$ cat config.mk
export PLATFORM = sky130hd
export DESIGN_NAME = sevenseg_scan_decoder
export DESIGN_NICKNAME = d
export VERILOG_FILES = /design/src/rtl/sevenseg_pkg.sv /design/src/rtl/sevenseg_pat_dec.sv /design/src/rtl/sevenseg_scan_decoder.sv
export SDC_FILE = /design/constraint.sdc
export NUM_CORES = 1
export LEC_CHECK = 0
export CAP_MARGIN = 25
export CORE_UTILIZATION = 60
export CTS_CLUSTER_DIAMETER = 60
export DETAILED_ROUTE_END_ITERATION = 6
export HOLD_SLACK_MARGIN = 0.15
export PLACE_DENSITY = 0.92
export SLEW_MARGIN = 5
export SYNTH_ARGS = -nofsm -noshare
export SYNTH_HDL_FRONTEND = slang
export SYNTH_SLANG_ARGS = --single-unit
$ cat constraint.sdc
create_clock -name clk -period 8.8 [get_ports clk]
set_clock_uncertainty 0.05 [all_clocks]
set_input_delay 0.88 -clock clk [delete_from_list [all_inputs] [get_ports clk]]
set_output_delay 0.88 -clock clk [all_outputs]
set_load 0.005 [all_outputs]
$ cat src/rtl/sevenseg_pkg.sv
// Shared seven-segment constants: segment bit positions, digit patterns and special codes.
// Patterns are active-high abcdefg with a in bit 6 and g in bit 0.
package sevenseg_pkg;

    localparam int SEG_A = 6;
    localparam int SEG_B = 5;
    localparam int SEG_C = 4;
    localparam int SEG_D = 3;
    localparam int SEG_E = 2;
    localparam int SEG_F = 1;
    localparam int SEG_G = 0;

    localparam logic [6:0] SA = 7'(1) << SEG_A;
    localparam logic [6:0] SB = 7'(1) << SEG_B;
    localparam logic [6:0] SC = 7'(1) << SEG_C;
    localparam logic [6:0] SD = 7'(1) << SEG_D;
    localparam logic [6:0] SE = 7'(1) << SEG_E;
    localparam logic [6:0] SF = 7'(1) << SEG_F;
    localparam logic [6:0] SG = 7'(1) << SEG_G;

    localparam logic [6:0] PAT_0     = SA | SB | SC | SD | SE | SF;
    localparam logic [6:0] PAT_1     = SB | SC;
    localparam logic [6:0] PAT_2     = SA | SB | SD | SE | SG;
    localparam logic [6:0] PAT_3     = SA | SB | SC | SD | SG;
    localparam logic [6:0] PAT_4     = SB | SC | SF | SG;
    localparam logic [6:0] PAT_5     = SA | SC | SD | SF | SG;
    localparam logic [6:0] PAT_6     = SA | SC | SD | SE | SF | SG;
    localparam logic [6:0] PAT_7     = SA | SB | SC;
    localparam logic [6:0] PAT_8     = SA | SB | SC | SD | SE | SF | SG;
    localparam logic [6:0] PAT_9     = SA | SB | SC | SD | SF | SG;
    localparam logic [6:0] PAT_BLANK = 7'h00;

    localparam logic [3:0] CODE_BLANK   = 4'hE;
    localparam logic [3:0] CODE_INVALID = 4'hF;

endpackage

$ cat src/rtl/sevenseg_pat_dec.sv
// Combinational seven-segment pattern to BCD decoder (active-high abcdefg in).
// Blank decodes to CODE_BLANK, anything unrecognised to CODE_INVALID.
module sevenseg_pat_dec
    import sevenseg_pkg::*;
(
    input  logic [6:0] pat,
    output logic [3:0] code
);

    always_comb begin
        code = CODE_INVALID;
        case (pat)
            PAT_0:     code = 4'h0;
            PAT_1:     code = 4'h1;
            PAT_2:     code = 4'h2;
            PAT_3:     code = 4'h3;
            PAT_4:     code = 4'h4;
            PAT_5:     code = 4'h5;
            PAT_6:     code = 4'h6;
            PAT_7:     code = 4'h7;
            PAT_8:     code = 4'h8;
            PAT_9:     code = 4'h9;
            PAT_BLANK: code = CODE_BLANK;
            default:   code = CODE_INVALID;
        endcase
    end

endmodule

$ cat src/rtl/sevenseg_scan_decoder.sv
// Recovers a frame of BCD digits from a multiplexed active-low seven-segment bus.
// Optional decimal-point capture is enabled by defining SEVENSEG_DP_EN.
module sevenseg_scan_decoder
    import sevenseg_pkg::*;
#(
    parameter int NUM_DIGITS    = 4,
    parameter int STABLE_CYCLES = 8
) (
    input  logic                    clk,
    input  logic                    rst_n,
    input  logic [6:0]              seg_n,
    input  logic [NUM_DIGITS-1:0]   dig_sel_n,
`ifdef SEVENSEG_DP_EN
    input  logic                    dp_n,
    output logic [NUM_DIGITS-1:0]   frame_dp,
`endif
    output logic                    frame_valid,
    input  logic                    frame_ready,
    output logic [4*NUM_DIGITS-1:0] frame_bcd,
    output logic                    frame_err,
    output logic                    overrun
);

    // Sampled tuple layout: {dp, dig_sel, seg}, all still active-low.
    localparam int TW     = NUM_DIGITS + 8;
    localparam int SEL_LO = 7;
    localparam int SEL_HI = NUM_DIGITS + 6;
    localparam int DP_BIT = TW - 1;
    localparam logic [7:0] STABLE_MAX = 8'(STABLE_CYCLES);

    logic [TW-1:0] pin_tuple;
    logic [TW-1:0] sync1_q, sync2_q, prev_q;
    logic [7:0]    cnt_q, cnt_d;

    logic [NUM_DIGITS-1:0]      sel;
    logic                       one_sel;
    logic                       same;
    logic                       accept;
    logic [6:0]                 seg_act;
    logic [3:0]                 code;

    logic [NUM_DIGITS-1:0]      captured_q, captured_d;
    logic [NUM_DIGITS-1:0][3:0] slot_q, slot_d;
    logic [NUM_DIGITS-1:0]      slot_dp_q, slot_dp_d;

    logic                       complete, load, drop, any_invalid;
    logic                       frame_valid_d, frame_err_d, overrun_d;
    logic [4*NUM_DIGITS-1:0]    frame_bcd_d;
    logic [NUM_DIGITS-1:0]      frame_dp_q, frame_dp_d;

`ifdef SEVENSEG_DP_EN
    assign pin_tuple = {dp_n, dig_sel_n, seg_n};
    assign frame_dp  = frame_dp_q;
`else
    assign pin_tuple = {1'b1, dig_sel_n, seg_n};
`endif

    assign seg_act = ~sync2_q[6:0];

    sevenseg_pat_dec u_pat_dec (
        .pat  (seg_act),
        .code (code)
    );

    // Stability: a one-hot tuple must repeat until the counter reaches STABLE_MAX;
    // acceptance fires only on the cycle the counter first arrives there.
    always_comb begin
        sel     = ~sync2_q[SEL_HI:SEL_LO];
        one_sel = $onehot(sel);
        same    = (sync2_q == prev_q);
        cnt_d   = one_sel ? 8'd1 : 8'd0;
        if (same && one_sel) begin
            cnt_d = (cnt_q == STABLE_MAX) ? cnt_q : cnt_q + 8'd1;
        end
        accept = (cnt_d == STABLE_MAX) && (cnt_q != STABLE_MAX);
    end

    always_comb begin
        any_invalid = 1'b0;
        for (int i = 0; i < NUM_DIGITS; i++) begin
            if (slot_q[i] == CODE_INVALID) begin
                any_invalid = 1'b1;
            end
        end
    end

    // Handshake: frame_valid/frame_bcd/frame_err/frame_dp form one beat; the beat
    // transfers on a clock edge with frame_valid && frame_ready, and the payload is
    // held unchanged while frame_valid && !frame_ready. A completed frame that
    // cannot load into a full, unconsumed output is dropped and flagged in overrun.
    always_comb begin
        complete = &captured_q;
        load     = complete && (!frame_valid || frame_ready);
        drop     = complete && !load;

        captured_d = complete ? '0 : captured_q;
        slot_d     = slot_q;
        slot_dp_d  = slot_dp_q;
        for (int i = 0; i < NUM_DIGITS; i++) begin
            if (accept && sel[i]) begin
                slot_d[i]     = code;
                slot_dp_d[i]  = ~sync2_q[DP_BIT];
                captured_d[i] = 1'b1;
            end
        end

        frame_valid_d = frame_valid;
        frame_bcd_d   = frame_bcd;
        frame_err_d   = frame_err;
        frame_dp_d    = frame_dp_q;
        overrun_d     = overrun | drop;
        if (frame_valid && frame_ready) begin
            frame_valid_d = 1'b0;
        end
        if (load) begin
            frame_valid_d = 1'b1;
            frame_bcd_d   = slot_q;
            frame_err_d   = any_invalid;
            frame_dp_d    = slot_dp_q;
        end
    end

    // Synchronisers reset to the idle bus (everything inactive-high).
    always_ff @(posedge clk or negedge rst_n) begin
        if (!rst_n) begin
            sync1_q     <= '1;
            sync2_q     <= '1;
            prev_q      <= '1;
            cnt_q       <= '0;
            captured_q  <= '0;
            slot_q      <= '0;
            slot_dp_q   <= '0;
            frame_valid <= 1'b0;
            frame_bcd   <= '0;
            frame_err   <= 1'b0;
            frame_dp_q  <= '0;
            overrun     <= 1'b0;
        end else begin
            sync1_q     <= pin_tuple;
            sync2_q     <= sync1_q;
            prev_q      <= sync2_q;
            cnt_q       <= cnt_d;
            captured_q  <= captured_d;
            slot_q      <= slot_d;
            slot_dp_q   <= slot_dp_d;
            frame_valid <= frame_valid_d;
            frame_bcd   <= frame_bcd_d;
            frame_err   <= frame_err_d;
            frame_dp_q  <= frame_dp_d;
            overrun     <= overrun_d;
        end
    end

endmodule

==> flow_metrics.py <==
metrics = {
    "floorplanning": {
        "fp.dieArea_um2": 6380,
        "fp.coreArea_um2": 5680,
        "dieHeight_um": 79.9,
        "start_util_pct": 64.1,
        "die_w_um": 79.9,
        "io_pins": 33,
        "row_count": 27,
    },
    "routing": {
        "drt_iter0_markers": 285,
        "remaining_drc_errors": 0,
        "vias": 2528,
        "wl_um": 7370,
        "detail_route.wl_per_cell_um": 18.4,
        "drt-pass1-iter-count": 5,
        "ant_nets": 0,
        "viasPerCell": 6.32,
    },
    "synthesis": {
        "syn-cell-area_um2": 3640,
        "yosys_most_used_dff": "dfrtp_1",
        "syn-instance-count": 290,
        "yosysTopAreaCellShare_pct": 32.3,
        "synth_common_cells": "47 x dfrtp_1, 33 x dfstp_2, 18 x inv_1",
        "yosys-top-cells-area": "dfrtp_1 32%, dfstp_2 24%, mux2_2 5.3%, xnor2_1 4.1%, mux2i_1 2.8%",
        "syn_area_per_cell_um2": 12.5,
        "syn_nets": 309,
        "synth_edf_count": 0,
        "async_reset_ff_share_pct": 100,
        "ys_ff_latch": 80,
        "synth_warnings": 0,
        "yosys.area.top_type": "dfrtp_1",
        "synth.distinct_cells": 55,
        "ys_seq_area_share_pct": 56.2,
        "synth_most_common_cell": "dfrtp_1",
    },
    "finish": {
        "instances_no_fill": 400,
        "diodes": 0,
        "layout.nets": 342,
        "fin_util_pct": 74.5,
        "area_growth_pct": 16.3,
        "layout-drive-gt1-share_pct": 25.9,
    },
    "critical_path": {
        "rrSetupSlack_ns": 5.69,
        "worstSetupPathType": "flip-flop to flip-flop",
        "r2r-start": "sync2_q[10]$_DFF_PN1_",
        "cp-start-kind": "flip-flop",
        "worst-path-max-fanout": 6,
        "end_kind": "flip-flop",
        "worstReg2RegEnd": "slot_q[15]$_DFFE_PN0P_",
        "critPathLaunch": "sync2_q[10]$_DFF_PN1_",
        "critPathArrivalTime_ns": 3.33,
        "endpoint": "slot_q[15]$_DFFE_PN0P_",
        "required_ns": 9.02,
        "r2r_cells": 9,
    },
    "timing": {
        "fin_setup_tns_ns": 0,
        "tightest_slew_ns": 0.878,
        "period_needed_ns": 3.11,
        "setup_viol": 0,
        "hold_ws_ns": 0.304,
        "drv_slew": 0,
        "fmax_mhz": 322,
        "slew_headroom_pct": 39.9,
        "rsz0062_at_grt": "no",
        "fin_crit_sh_pct": 35.3,
        "hold_viol": 0,
    },
    "pwr": {
        "ir_drop_mv": 0.146,
        "cellPowerDensity_nw_per_um2": 169,
        "p_leak_nw": 1.73,
    },
    "clock_tree": {
        "clk_latency_ns": 0.36,
        "ctsRootBufferMaster": "clkbuf_8",
        "cts_buffers": 9,
        "ctsHtreeMaxLevel": 3,
        "cts-resized-gates": 0,
        "cts_sinks": 80,
        "clkTransAtPathRegs_ns": 0.08,
        "clk_path_buf_depth": 2,
        "hold_buffers": 0,
        "postCtsSetupBuffers": 0,
        "cts_tree": "built",
    },
    "global_routing": {
        "first_global_vias": 2441,
        "grt_max_degree": 81,
        "grt_usage_pct": 25.9,
        "grt_overflow_total": 0,
        "grt_pass1_wl_um": 12000,
        "antenna_found_initial": 0,
    },
    "hold_path": {
        "hp-class": "flip-flop to flip-flop",
        "worstHoldStart": "sync1_q[1]$_DFF_PN1_",
    },
    "place": {
        "place_hpwl_um": 4900,
        "port_buffers": 32,
        "dp.cells": 383,
        "gp_congestion": 0.904,
    },
    "run_status": {
        "outcome": "finished, final reports clean",
    },
    "flow_run": {
        "cap_viol_max_count": 0,
    },
}
[registers in the layout (all words and copies together), names as in the netlist]
register / cells
frame_bcd: 16
slot_q: 16
prev_q: 11
sync1_q: 11
sync2_q: 11
cnt_q: 8
captured_q: 4
frame_err: 1
frame_valid: 1
overrun: 1
[kinds of logic (layout without fill, tap and decap cells)]
| group | count (synthesis) | after routing | synth area share (%) |
|---|---|---|---|
| flip-flops | 80 | 80 | 56.2 |
| adder cells (fa/ha/maj) | 5 | 5 | 1.93 |
| multiplexers | 27 | 27 | 8.02 |
| AND/OR/NAND/NOR | 80 | 80 | 15.0 |
| AO/OA/AOI/OAI | 48 | 48 | 10.5 |
| XOR/XNOR | 19 | 19 | 4.78 |
| buffers and inverters | 31 | 69 | 3.58 |
[worst min path at each step]
stage	cells after the start	endpoint
after floorplan	0	sync2_q[0]$_DFF_PN1_
after global placement	0	sync2_q[2]$_DFF_PN1_
after detailed placement	0	sync2_q[1]$_DFF_PN1_
after CTS	0	sync2_q[1]$_DFF_PN1_
after global routing	0	sync2_q[3]$_DFF_PN1_
final	0	sync2_q[1]$_DFF_PN1_
[area by class of cell]
type	count	area (um^2)
clock inverters	7	80.1
well taps	72	90.1
inverters	18	67.6
clock buffers	9	124
multi-input cells	179	1460
flip-flops and latches	80	2040
fillers	378	1450
repair buffers	35	360
[per-stage QoR]
step	power, mW	setup WS (ns)	area (um^2)
2_1_floorplan	0.424	5.96	3640
3_5_place_dp	0.445	5.74	4000
5_1_grt	0.740	5.57	4230
6_report	0.714	5.69	4230
3_3_place_gp	0.442	5.86	4000
4_1_cts	0.718	5.68	4200
[critical path: stages, from the launching register on]
cell,delay [ns]
dfstp_2,0.64
fa_1,0.45
inv_1,0.08
ha_1,0.14
ha_1,0.22
nor2_1,0.10
nand2_1,0.09
or4_4,0.65
nor4_4,0.34
mux2i_1,0.27
[layout by cell type, fill, tap and decap left out, types with 9 or more instances in the layout]
master,count
nor3_1,10
clkbuf_8,9
xnor2_1,17
a21oi_1,13
dfstp_2,33
inv_1,18
dfrtp_1,47
clkdlybuf4s50_1,31
mux2i_1,10
mux2_2,17
nor2_1,11
nand4_1,12
nand2_1,10
[power by group]
group,switching [mW],internal (mW)
Combinational,0.0255,0.0204
Sequential,0.0120,0.382
Clock,0.139,0.134
[metal layers]
metal  part of all wire [%]  wire, um  track usage, %
met5                      0         0               0
met4                    3.3       240            10.5
met3                    6.1       451            8.57
met2                     50      3720            41.8
met1                     40      2960            32.1
(Power assumes the default switching activity.)
